--- src/rtl/sync_fifo_burst_reader.sv ---
// sync_fifo_burst_reader
//   Drains a sync_fifo read port as length-controlled bursts. A command
//   carries the burst length (beats minus one). Exactly that many beats are
//   moved from the FIFO to a registered downstream stream, and the final beat
//   is flagged with last_o. The FIFO is never read outside an accepted command.
//
// Ports
//   clock        : rising-edge clock
//   reset        : synchronous, active-low reset
//   cmd_valid_i  : burst command valid
//   cmd_ready_o  : command accepted (high only while idle)
//   cmd_len_i    : burst length minus one
//   valid_i      : FIFO read data valid
//   ready_o      : ready to FIFO read port (combinational)
//   data_i       : FIFO read data
//   valid_o      : downstream valid (registered)
//   ready_i      : downstream ready
//   data_o       : downstream data (registered)
//   last_o       : final beat of the burst, qualified by valid_o
//   busy_o       : burst in progress
module sync_fifo_burst_reader #(
    parameter int WIDTH = 8,
    parameter int LBITS = 8
) (
    input  logic             clock,
    input  logic             reset,
    input  logic             cmd_valid_i,
    output logic             cmd_ready_o,
    input  logic [LBITS-1:0] cmd_len_i,
    input  logic             valid_i,
    output logic             ready_o,
    input  logic [WIDTH-1:0] data_i,
    output logic             valid_o,
    input  logic             ready_i,
    output logic [WIDTH-1:0] data_o,
    output logic             last_o,
    output logic             busy_o
);

    typedef enum logic [1:0] {
        S_IDLE  = 2'd0,
        S_XFER  = 2'd1,
        S_DRAIN = 2'd2
    } state_t;

    state_t             r_state;
    logic [LBITS-1:0]   r_remain;
    logic               r_valid;
    logic               r_last;
    logic [WIDTH-1:0]   r_data;

    logic               w_in_acc;
    logic               w_out_acc;
    logic               w_final;

    // FIFO may advance only while transferring and when the output register
    // is empty or is being emptied this cycle.
    assign ready_o     = (r_state == S_XFER) && (!r_valid || ready_i);
    assign cmd_ready_o = (r_state == S_IDLE);
    assign busy_o      = (r_state != S_IDLE);

    assign w_in_acc  = valid_i && ready_o;
    assign w_out_acc = r_valid && ready_i;
    assign w_final   = (r_remain == '0);

    assign valid_o = r_valid;
    assign data_o  = r_data;
    assign last_o  = r_last;

    always_ff @(posedge clock) begin
        if (!reset) begin
            r_state  <= S_IDLE;
            r_remain <= '0;
            r_valid  <= 1'b0;
            r_last   <= 1'b0;
        end else begin
            case (r_state)
                S_IDLE: begin
                    if (cmd_valid_i) begin
                        r_remain <= cmd_len_i;
                        r_state  <= S_XFER;
                    end
                end
                S_XFER: begin
                    if (w_in_acc) begin
                        // Load wins over a simultaneous output accept, so
                        // valid_o stays high across back-to-back beats.
                        r_data  <= data_i;
                        r_valid <= 1'b1;
                        r_last  <= w_final;
                        // Exit test precedes the decrement, so remain never wraps.
                        if (w_final) r_state  <= S_DRAIN;
                        else         r_remain <= r_remain - 1'b1;
                    end else if (w_out_acc) begin
                        r_valid <= 1'b0;
                    end
                end
                S_DRAIN: begin
                    if (w_out_acc) begin
                        r_valid <= 1'b0;
                        r_last  <= 1'b0;
                        r_state <= S_IDLE;
                    end
                end
                default: r_state <= S_IDLE;
            endcase
        end
    end

endmodule

--- config.mk ---
export PLATFORM = sky130hd
export DESIGN_NAME = sync_fifo_burst_reader
export DESIGN_NICKNAME = d
export VERILOG_FILES = /design/src/rtl/sync_fifo_burst_reader.sv
export SDC_FILE = /design/constraint.sdc
export NUM_CORES = 1
export LEC_CHECK = 0
export CAP_MARGIN = 40
export CORE_UTILIZATION = 42
export CTS_CLUSTER_SIZE = 25
export DETAILED_ROUTE_END_ITERATION = 10
export PLACE_DENSITY_LB_ADDON = 0.2
export SYNTH_ARGS = -nofsm -noshare
export SYNTH_HDL_FRONTEND = slang
export SYNTH_SLANG_ARGS = --single-unit
--- constraint.sdc ---
create_clock -name clock -period 1.6 [get_ports clock]
set_input_delay 0.24 -clock clock [delete_from_list [all_inputs] [get_ports clock]]
set_output_delay 0.24 -clock clock [all_outputs]
set_load 0.01 [all_outputs]
==> impl_metrics.csv <==
group,metric,value,unit
outcome,outcome,"finished, violations left",
outcome,violations,"negative setup slack",
placement,place.port_buffers,33,
timing,period_share,114,%
floorplan,io_pins,34,
global_routing,grt_max_degree,15,
worst_hold_path,min_path_type,"input pin to flip-flop",
routing,ant_nets,0,
cells_and_area,layout_commonest_cell,"buf_4",
floorplan,die-height,54.8,um
routing,vias,1202,
routing,viasPerCell,5.59,
routing,wl,3.44,mm
synth,synth_nets,147,
clocking,htreeDepth,1,
floorplan,initial_utilization,45.7,%
routing,drtPass1Iterations,4,
setup_path,worstPathRequired,1.85,ns
setup_path,worst_setup_path_end_kind,"flip-flop",
worst_hold_path,hp-start,"data_i[2]",
synth,postSynthAreaPerCell,9.85,um2
routing,remaining_drc_errors,0,
synth,yosysTopAreaCellShare,20.5,%
synth,yosysSeqAreaShare,41.0,%
setup_path,worst-r2r-cell-count,4,
clocking,cts_tree,"yes",
global_routing,grt_usage,25.6,%
cells_and_area,syn2layout_area_growth,62.2,%
timing,slew-limit-headroom,81.1,%
cells_and_area,layout_common_cells,"buf_4 (32), clkdlybuf4s50_1 (30), nand2_1 (14)",
timing,rsz0062_at_grt,"true",
cells_and_area,fin_area,0.00190,mm2
setup_path,worstSetupPathType,"flip-flop to flip-flop",
power,finalPower,3760,uW
global_routing,antenna_found_initial,0,
synth,synth_area,0.00117,mm2
synth,async_flop_share,0,%
global_routing,grt.overflow.total,0,
timing,fmax,550,MHz
setup_path,cp_max_fo,4,
timing,final-setup-viol-count,11,
setup_path,rrSetupSlack,-0.22,ns
worst_hold_path,min_path_cells,1,
floorplan,die_w,54.8,um
synth,synth-main-ff-cell,"dfxtp_1",
clocking,insertion_delay,0.31,ns
clocking,cts_inserted_buffers,3,
cells_and_area,drive_above_1_share,35.7,%
synth,yosysWarnings,0,
clocking,cts_root_buf,"clkbuf_4",
cells_and_area,layout.nets,214,
clocking,clk_pin_slew,0.12,ns
global_routing,grt_pass1_vias,1195,
timing,slew_violations,0,
synth,synth_edf_count,8,
routing,wl_per_cell,16.0,um
clocking,hold_buffers,0,
timing,worstMarginPinSlew,0.280,ns
synth,synth_area_leaders,"dfxtp_1 (20%), edfxtp_1 (20%), ha_1 (7.5%), nand2_1 (4.5%), o32ai_1 (4.5%)",
power,p_leak,0.000749,uW
floorplan,rows,18,
timing,skew,0.00369,ns
run,maxCapViolations,0,
placement,hpwlAfterDp,2.46,mm
synth,postSynthCellCount,119,
setup_path,r2r-start,"r_remain[5]",
placement,place_area,0.00176,mm2
power,peakVddDrop,1520,uV
timing,post-route-min-period,1.82,ns
placement,gp_congestion,0.840,
timing,setup_ws,-0.220,ns
cells_and_area,diodes,0,
power,p_per_area,1980,mW/mm2
timing,hold_viol,0,
worst_hold_path,min_to,"data_o[2]",
synth,ys_types,37,
clocking,clock-sinks,20,
synth,synth_top_area_cell,"dfxtp_1",
clocking,clock_path_buffers,2,
global_routing,grt_pass1_wl,5.28,mm
floorplan,dieArea,0.00301,mm2
setup_path,crit_arrival,2.07,ns
setup_path,startpoint_type,"flip-flop",
synth,ys_ff_latch,20,
floorplan,core_area,0.00257,mm2
routing,drtIter0Drc,26,
setup_path,r2r-end,"r_state[0]",
-- kinds of logic after synthesis --
logic type               after synthesis  synth area share (%)
buffers and inverters                 12                  5.12
AO/OA/AOI/OAI                         39                  25.0
multiplexers                           4                  3.52
adder cells (fa/ha/maj)                7                  7.47
flip-flops                            20                  41.0
AND/OR/NAND/NOR                       37                  17.9
-- cells in the mapped netlist, drive strengths merged, types with 2 or more instances --
cell type / number
nand2: 14
dfxtp: 12
a21oi: 10
edfxtp: 8
ha: 7
inv: 7
a211oi: 6
o21ai: 6
o32ai: 6
nor2: 4
nor3: 4
a21o: 3
clkbuf: 3
mux2i: 3
nor3b: 3
a31oi: 2
and2b: 2
and3: 2
nand2b: 2
-- power by group --
| part | total [uW] | switching, uW | internal, uW |
|---|---|---|---|
| Sequential | 792 | 101 | 690 |
| Combinational | 2540 | 1240 | 1300 |
| Clock | 428 | 174 | 253 |
| Total | 3760 | 1510 | 2250 |
-- cell type report --
| type | instances | area (um2) |
|---|---|---|
| Tap cell | 30 | 37.5 |
| Clock inverter | 1 | 30.0 |
| Inverter | 8 | 32.5 |
| Fill cell | 177 | 666 |
| Timing Repair Buffer | 66 | 577 |
| Clock buffer | 3 | 22.5 |
| Sequential cell | 20 | 487 |
| Multi-Input combinational cell | 87 | 716 |
-- per-layer routing --
| layer | wire, um | vias up | GRT usage (%) |
|---|---|---|---|
| met3 | 208 | 11 | 4.17 |
| met2 | 1790 | 52 | 46.4 |
| met5 | 0 | - | 0 |
| li1 | - | 578 | - |
| met1 | 1360 | 561 | 27.5 |
| met4 | 86 | 0 | 14.5 |
-- state kept, by name (all words and copies together), names as in the netlist --
| register | count |
|---|---|
| r_remain | 8 |
| data_o | 8 |
| r_state | 2 |
| valid_o | 1 |
| last_o | 1 |
-- worst max path at each step --
stage | cells past startpoint | from | slack, ns | to
floorplan | 6 | r_remain[0] | -0.06 | r_remain[0]
global placement | 4 | ready_i | -0.20 | ready_o
detailed placement | 5 | ready_i | -0.29 | r_state[0]
CTS | 4 | r_remain[5] | -0.21 | r_state[0]
global route | 6 | r_remain[5] | -0.26 | r_remain[7]
finish | 4 | r_remain[5] | -0.22 | r_state[0]
-- metrics by stage --
step                std cells  TNS (ns)  utilization [%]  setup WS [ns]  hold WS [ns]
floorplan                 119    -0.119                -        -0.0612         0.339
global placement          208     -2.75             68.4         -0.204         0.458
detailed placement        208     -3.18             68.4         -0.293         0.465
CTS                       215     -1.80             73.5         -0.214         0.479
global route              215     -2.55             74.1         -0.265         0.472
finish                    215     -1.78             74.1         -0.220         0.482
-- what timing repair did --
action	CTS	global route
gates cloned	0	0
pin swaps	6	1
setup endpoints to repair	13	16
resized for setup	23	6
buffers inserted	3	0
-- critical path, stage by stage (launching register included) --
cell and delay (ns):
dfxtp_1 0.33, or4_4 0.58, o41ai_4 0.33, nor3b_4 0.30, mux2i_1 0.21
Note: power is estimated with default switching activity, not from simulation.
==> patch 1 (config.mk and constraints unchanged) <==
Change the parameter `LBITS` from 8 to 10.
--- a/src/rtl/sync_fifo_burst_reader.sv
+++ b/src/rtl/sync_fifo_burst_reader.sv
@@ -20,7 +20,7 @@
 //   busy_o       : burst in progress
 module sync_fifo_burst_reader #(
     parameter int WIDTH = 8,
-    parameter int LBITS = 8
+    parameter int LBITS = 10
 ) (
     input  logic             clock,
     input  logic             reset,
Interface: changed (resized cmd_len_i); port bits go from 34 to 36. No check against the original RTL was run, so the function may have changed too.
==> patch 1 against the unedited design <==
The flow finishes with violations (design-rule violations, negative setup slack). Area after synthesis increased by 8.4%. Wire length increased by 19%. Utilization increased by 7.2 points. Sequential cell count increased by 2. Final area increased by 20%. Hold slack got worse by 0.020 ns. Power increased by 34%. Worst setup slack improved by 0.0076 ns. Fmax increased by 0.42%. Global-route usage decreased by 1.8 points. Count of clock-buffer cells in the layout unchanged. Highest routed layer unchanged.
==> patch 1: results (changes against the unedited design) <==
status:
  run_status: "finished with violations"
  failed_checks: "design-rule violations, negative setup slack"
cells_and_area:
  largest_register: "r_remain"
  design.final.nets: 251  # +17%
  final_layout_size_suffix_gt1_frac: 0.484  # +0.127
  largest_register_ff_count: 10
  antenna-diode-count: 0  # unchanged
  final.fill_count: 163  # -7.9%
hold_path:
  worst_hold_path.num_cells: 1  # unchanged
  worst_hold_path_type: "primary input to flip-flop"
yosys:
  netlist_top_cells_count: "sky130_fd_sc_hd__nand2_1, sky130_fd_sc_hd__dfxtp_1, sky130_fd_sc_hd__a21oi_1, sky130_fd_sc_hd__inv_1, sky130_fd_sc_hd__nor2_1"
  number_of_warnings_issued_by_yosys: 0  # unchanged
  nets_in_the_synthesized_netlist: 162  # +10%
  synth_edf_count: 8  # unchanged
  synthesis.instances: 133  # +12%
  ys_seq_area_frac: 0.409  # about the same
  yosys.cell_types.count: 46  # +24%
  main_area_contributors_after_synthesis: "sky130_fd_sc_hd__dfxtp_1, sky130_fd_sc_hd__edfxtp_1, sky130_fd_sc_hd__ha_1, sky130_fd_sc_hd__nand2_1, sky130_fd_sc_hd__a21oi_1"
drt:
  drtPass1Iterations: 7  # +3
  route.detailed.drc: 8  # +8
  total_via_count_after_detailed_routing: 1388  # +15%
  wl_um: 4080  # +19%
  dr.first_iter.drc_count: 84  # +220%
  post_drt_wl_per_cell_um: 16.2  # +1.1%
grt:
  globalRouteTotalUtil: 0.237  # -0.0184
  grt_pass1_vias: 1315  # +10%
  grt_start_max_net_pins: 20  # +5
  grt_pass1_wl_um: 5970  # +13%
sta:
  final_worst_setup_slack_ns: -0.212  # +0.00764 ns
  setup-tns-final_ns: -1.75  # +0.0294 ns
  clock_skew_ns: 0.00732  # +0.00363 ns
  tightestPinTransition_ns: 0.365  # +0.0844 ns
  timing.final.setup_violations: 13  # +2
critical_path:
  critical_path_peak_fanout: 5  # +1
  max_stage_delay_ns: 0.35  # -0.23 ns
  timing.critical_path.slowest_stage_cell: "sky130_fd_sc_hd__dfxtp_2"
  critPathTopFamily: "compound AO/OA/AOI/OAI gates"
  timing.reg2reg.worst_path_depth: 8  # +4
  cp.arrival_ns: 2.04  # -0.03 ns
clock_tree:
  clock_path_buffers: 2  # unchanged
  root_buffer: "sky130_fd_sc_hd__clkbuf_4"
  numCtsBuffers: 3  # unchanged
  clkTransAtPathRegs_ns: 0.14  # +0.02 ns
  clkLatencyLatePin_ns: 0.32
placement:
  placed_cells: 231  # +11%
  port_buffers: 35  # +6.1%
  place_congestion: 0.844  # +0.45%
  pre_cts_setup_slack_ns: -0.317  # -0.0247 ns
  place.detailed.hpwl_um: 2390  # -2.8%
power:
  vdd_ir_drop_max_v: 0.00125  # -18%
  p_leak_uw: 0.000943  # +26%
patch 1: changes by cell type in the layout (fill, tap and decap cells not counted), sizes merged, moves of 5 or more:
| cell | delta |
|---|---|
| buf | +22 |
| a211oi | -6 |
| o32ai | -6 |
| nand3 | +5 |
| nor2 | +5 |
patch 1: final cells by class:
type | count | area share
repair buffers | 90 | 0.358
clock buffers | 3 | 0.00987
clock inverters | 1 | 0.0132
well taps | 31 | 0.0170
multi-input cells | 96 | 0.352
flip-flops and latches | 22 | 0.234
inverters | 9 | 0.0159
patch 1: metal layers:
layer | GRT usage | routed length [um]
met3 | 0.0340 | 207
met1 | 0.283 | 1690
met5 | 0 | 0
met4 | 0.118 | 106
met2 | 0.417 | 2070
patch 1: cells by family (layout without fill, tap and decap cells):
kind of cell             Yosys count  in the layout  synth area share
adder cells (fa/ha/maj)            6              6            0.0591
AO/OA/AOI/OAI                     43             43             0.266
AND/OR/NAND/NOR                   47             47             0.212
buffers and inverters             15            103            0.0541
flip-flops                        22             22             0.409
patch 1: path summary, 6_finish.rpt:
path / from / end
min: data_i[6] / data_o[6]
max reg2reg: r_remain[0] / r_remain[7]
min reg2reg: valid_o / valid_o
max: r_remain[0] / r_remain[7]
patch 1: repair_timing:
action | CTS | global route
endpoints found under the setup margin | 15 | 16
gates resized for setup | 37 | 15
buffers inserted | 12 | 5
pin swaps | 14 | 12
patch 1: where the power goes:
part	leakage (uW)	switching (uW)	internal, uW	total, uW
sequential	0.000192	129	766	895
clock	0.0000279	192	253	446
combinational	0.000723	1700	1990	3690
total	0.000943	2020	3010	5030
patch 1: stage by stage:
step | instance area (sq um) | hold slack (ns)
after global routing | 2280 | 0.445
after CTS | 2200 | 0.458
after floorplan | 1330 | 0.339
after detailed placement | 1980 | 0.518
after global placement | 1980 | 0.486
final | 2280 | 0.462
==> patch 2 (same settings) <==
Made on the original files. Encoding of `state_t`: now one-hot (3 bits for 3 states).
--- a/src/rtl/sync_fifo_burst_reader.sv
+++ b/src/rtl/sync_fifo_burst_reader.sv
@@ -37,10 +37,10 @@
     output logic             busy_o
 );
 
-    typedef enum logic [1:0] {
-        S_IDLE  = 2'd0,
-        S_XFER  = 2'd1,
-        S_DRAIN = 2'd2
+    typedef enum logic [2:0] {
+        S_IDLE  = 3'b001,
+        S_XFER  = 3'b010,
+        S_DRAIN = 3'b100
     } state_t;
 
     state_t             r_state;
Check against the original RTL: no difference found for any inputs over 10 cycles, from zero or initial values and one cycle with reset low; not proved beyond that.
==> patch 2 against the unedited design <==
Clock skew rose by 0.0064 ns. Worst setup slack improved by 0.25 ns. Final area fell by 15%. Area after synthesis fell by 10%. Wire length fell by 23%. Non-clock buffer count fell by 14. Hold slack got worse by 0.021 ns. Sequential cell count rose by 1. Critical path depth rose by 3. Critical path type is now primary input to flip-flop.
Power is not compared: it rests on default switching activity, and its combinational part moved more than twofold at a synthesized area within 25%.
==> patch 2: results (changes against the unedited design) <==
status:
  run_status: "complete, no violations"
grt:
  grt_pass1_wl_um: 4160  # -21%
  grt_start_max_net_pins: 18  # +3
  use_met2: 0.368  # -0.0963
  grt_pass1_vias: 924  # -23%
  globalRouteTotalUtil: 0.215  # -0.0409
  gr-usage-met1: 0.267  # -0.00807
critical_path:
  timing.reg2reg.worst_path_depth: 6  # +2
  worstReg2RegEnd: "r_remain[0]"
  ff2ff_setup_slack_ns: 0.05  # +0.27 ns
  worstReg2RegStart: "r_state[0]"
  critical_path_peak_fanout: 11  # +7
  launching_element_of_the_worst_setup_path: "ready_i"
yosys:
  synth_compound_gate_area_share: 0.211  # -0.0383
  synthesis.instances: 114  # -4.2%
  synth_mux_area_frac: 0  # -0.0352
  nets_in_the_synthesized_netlist: 137  # -6.8%
  main_area_contributors_after_synthesis: "sky130_fd_sc_hd__dfxtp_1, sky130_fd_sc_hd__edfxtp_1, sky130_fd_sc_hd__a21oi_1, sky130_fd_sc_hd__nand2_1, sky130_fd_sc_hd__a21o_2"
  netlist_top_cells_count: "sky130_fd_sc_hd__a21oi_1, sky130_fd_sc_hd__dfxtp_1, sky130_fd_sc_hd__nand2_1"
  yosys.area_share.adder: 0.0238  # -0.0510
  combinational_family_with_the_most_area_after_synthesis: "simple AND/OR/NAND/NOR gates"
placement:
  area_after_dpl_sq_um: 1550  # -12%
  place_congestion: 0.819  # -2.5%
  pre_cts_setup_slack_ns: -0.322  # -0.0294 ns
  place.detailed.hpwl_um: 1910  # -22%
sta:
  max_slew_margin: 0.843  # +0.0315
  post_layout_min_period_ns: 1.57  # -0.251 ns
  clock_skew_ns: 0.0101  # +0.00639 ns
cells_and_area:
  design.final.nets: 189  # -12%
  final_layout_size_suffix_gt1_frac: 0.218  # -0.139
drt:
  wl_met3_um: 140  # -33%
  dr.first_iter.drc_count: 18  # -31%
  vias_per_cell: 5.35  # -4.4%
  met1Wirelength_um: 1200  # -11%
hold_path:
  hold_path_end: "data_o[0]"
  worst_hold_path_type: "primary input to flip-flop"
patch 2: cell count changes after synthesis, sizes merged, moves of 2 or more:
cell and change:
a211oi -4, a21oi +7, and3 -2, buf +3, ha -5, inv -2, mux2i -3, nand2 -3
nand3 +3, nand4 +2, nor2 +4, nor2b +3, o32ai -5
patch 2: power groups by stage:
stage | logic (uW) | clock network [uW] | registers [uW]
after floorplan | 136 | 0 | 610
after detailed placement | 293 | 0 | 606
after CTS | 294 | 273 | 595
after global routing | 331 | 296 | 602
after global placement | 287 | 0 | 605
final | 304 | 269 | 598
patch 2: timing repair:
| action | 4_1_cts | 5_1_grt |
|---|---|---|
| resized for setup | 5 | 6 |
| setup buffers | 0 | 1 |
| setup endpoints to repair | 4 | 5 |
| hold buffers | 0 | 0 |
| pin swaps | 0 | 2 |
patch 2: cell families after synthesis:
group | Yosys count
adder cells (fa/ha/maj) | 2
buffers and inverters | 10
AO/OA/AOI/OAI | 35
flip-flops | 21
AND/OR/NAND/NOR | 46
patch 2: worst max-delay path, stage by stage:
cell	delay (ns)
sky130_fd_sc_hd__clkdlybuf4s50_1	0.52
sky130_fd_sc_hd__nor2b_1	0.07
sky130_fd_sc_hd__and4bb_2	0.34
sky130_fd_sc_hd__a21oi_4	0.08
sky130_fd_sc_hd__buf_12	0.14
sky130_fd_sc_hd__or3_1	0.30
sky130_fd_sc_hd__a31oi_1	0.13
patch 2: layout make-up:
cell class / instances / area (sq um) / share of cell area
timing repair buffer: 52 / 495 / 0.308
sequential: 21 / 504 / 0.313
tap: 28 / 35.0 / 0.0218
inverter: 5 / 18.8 / 0.0117
clock inverter: 1 / 7.51 / 0.00466
multi-input combinational: 83 / 527 / 0.327
clock buffer: 3 / 22.5 / 0.0140
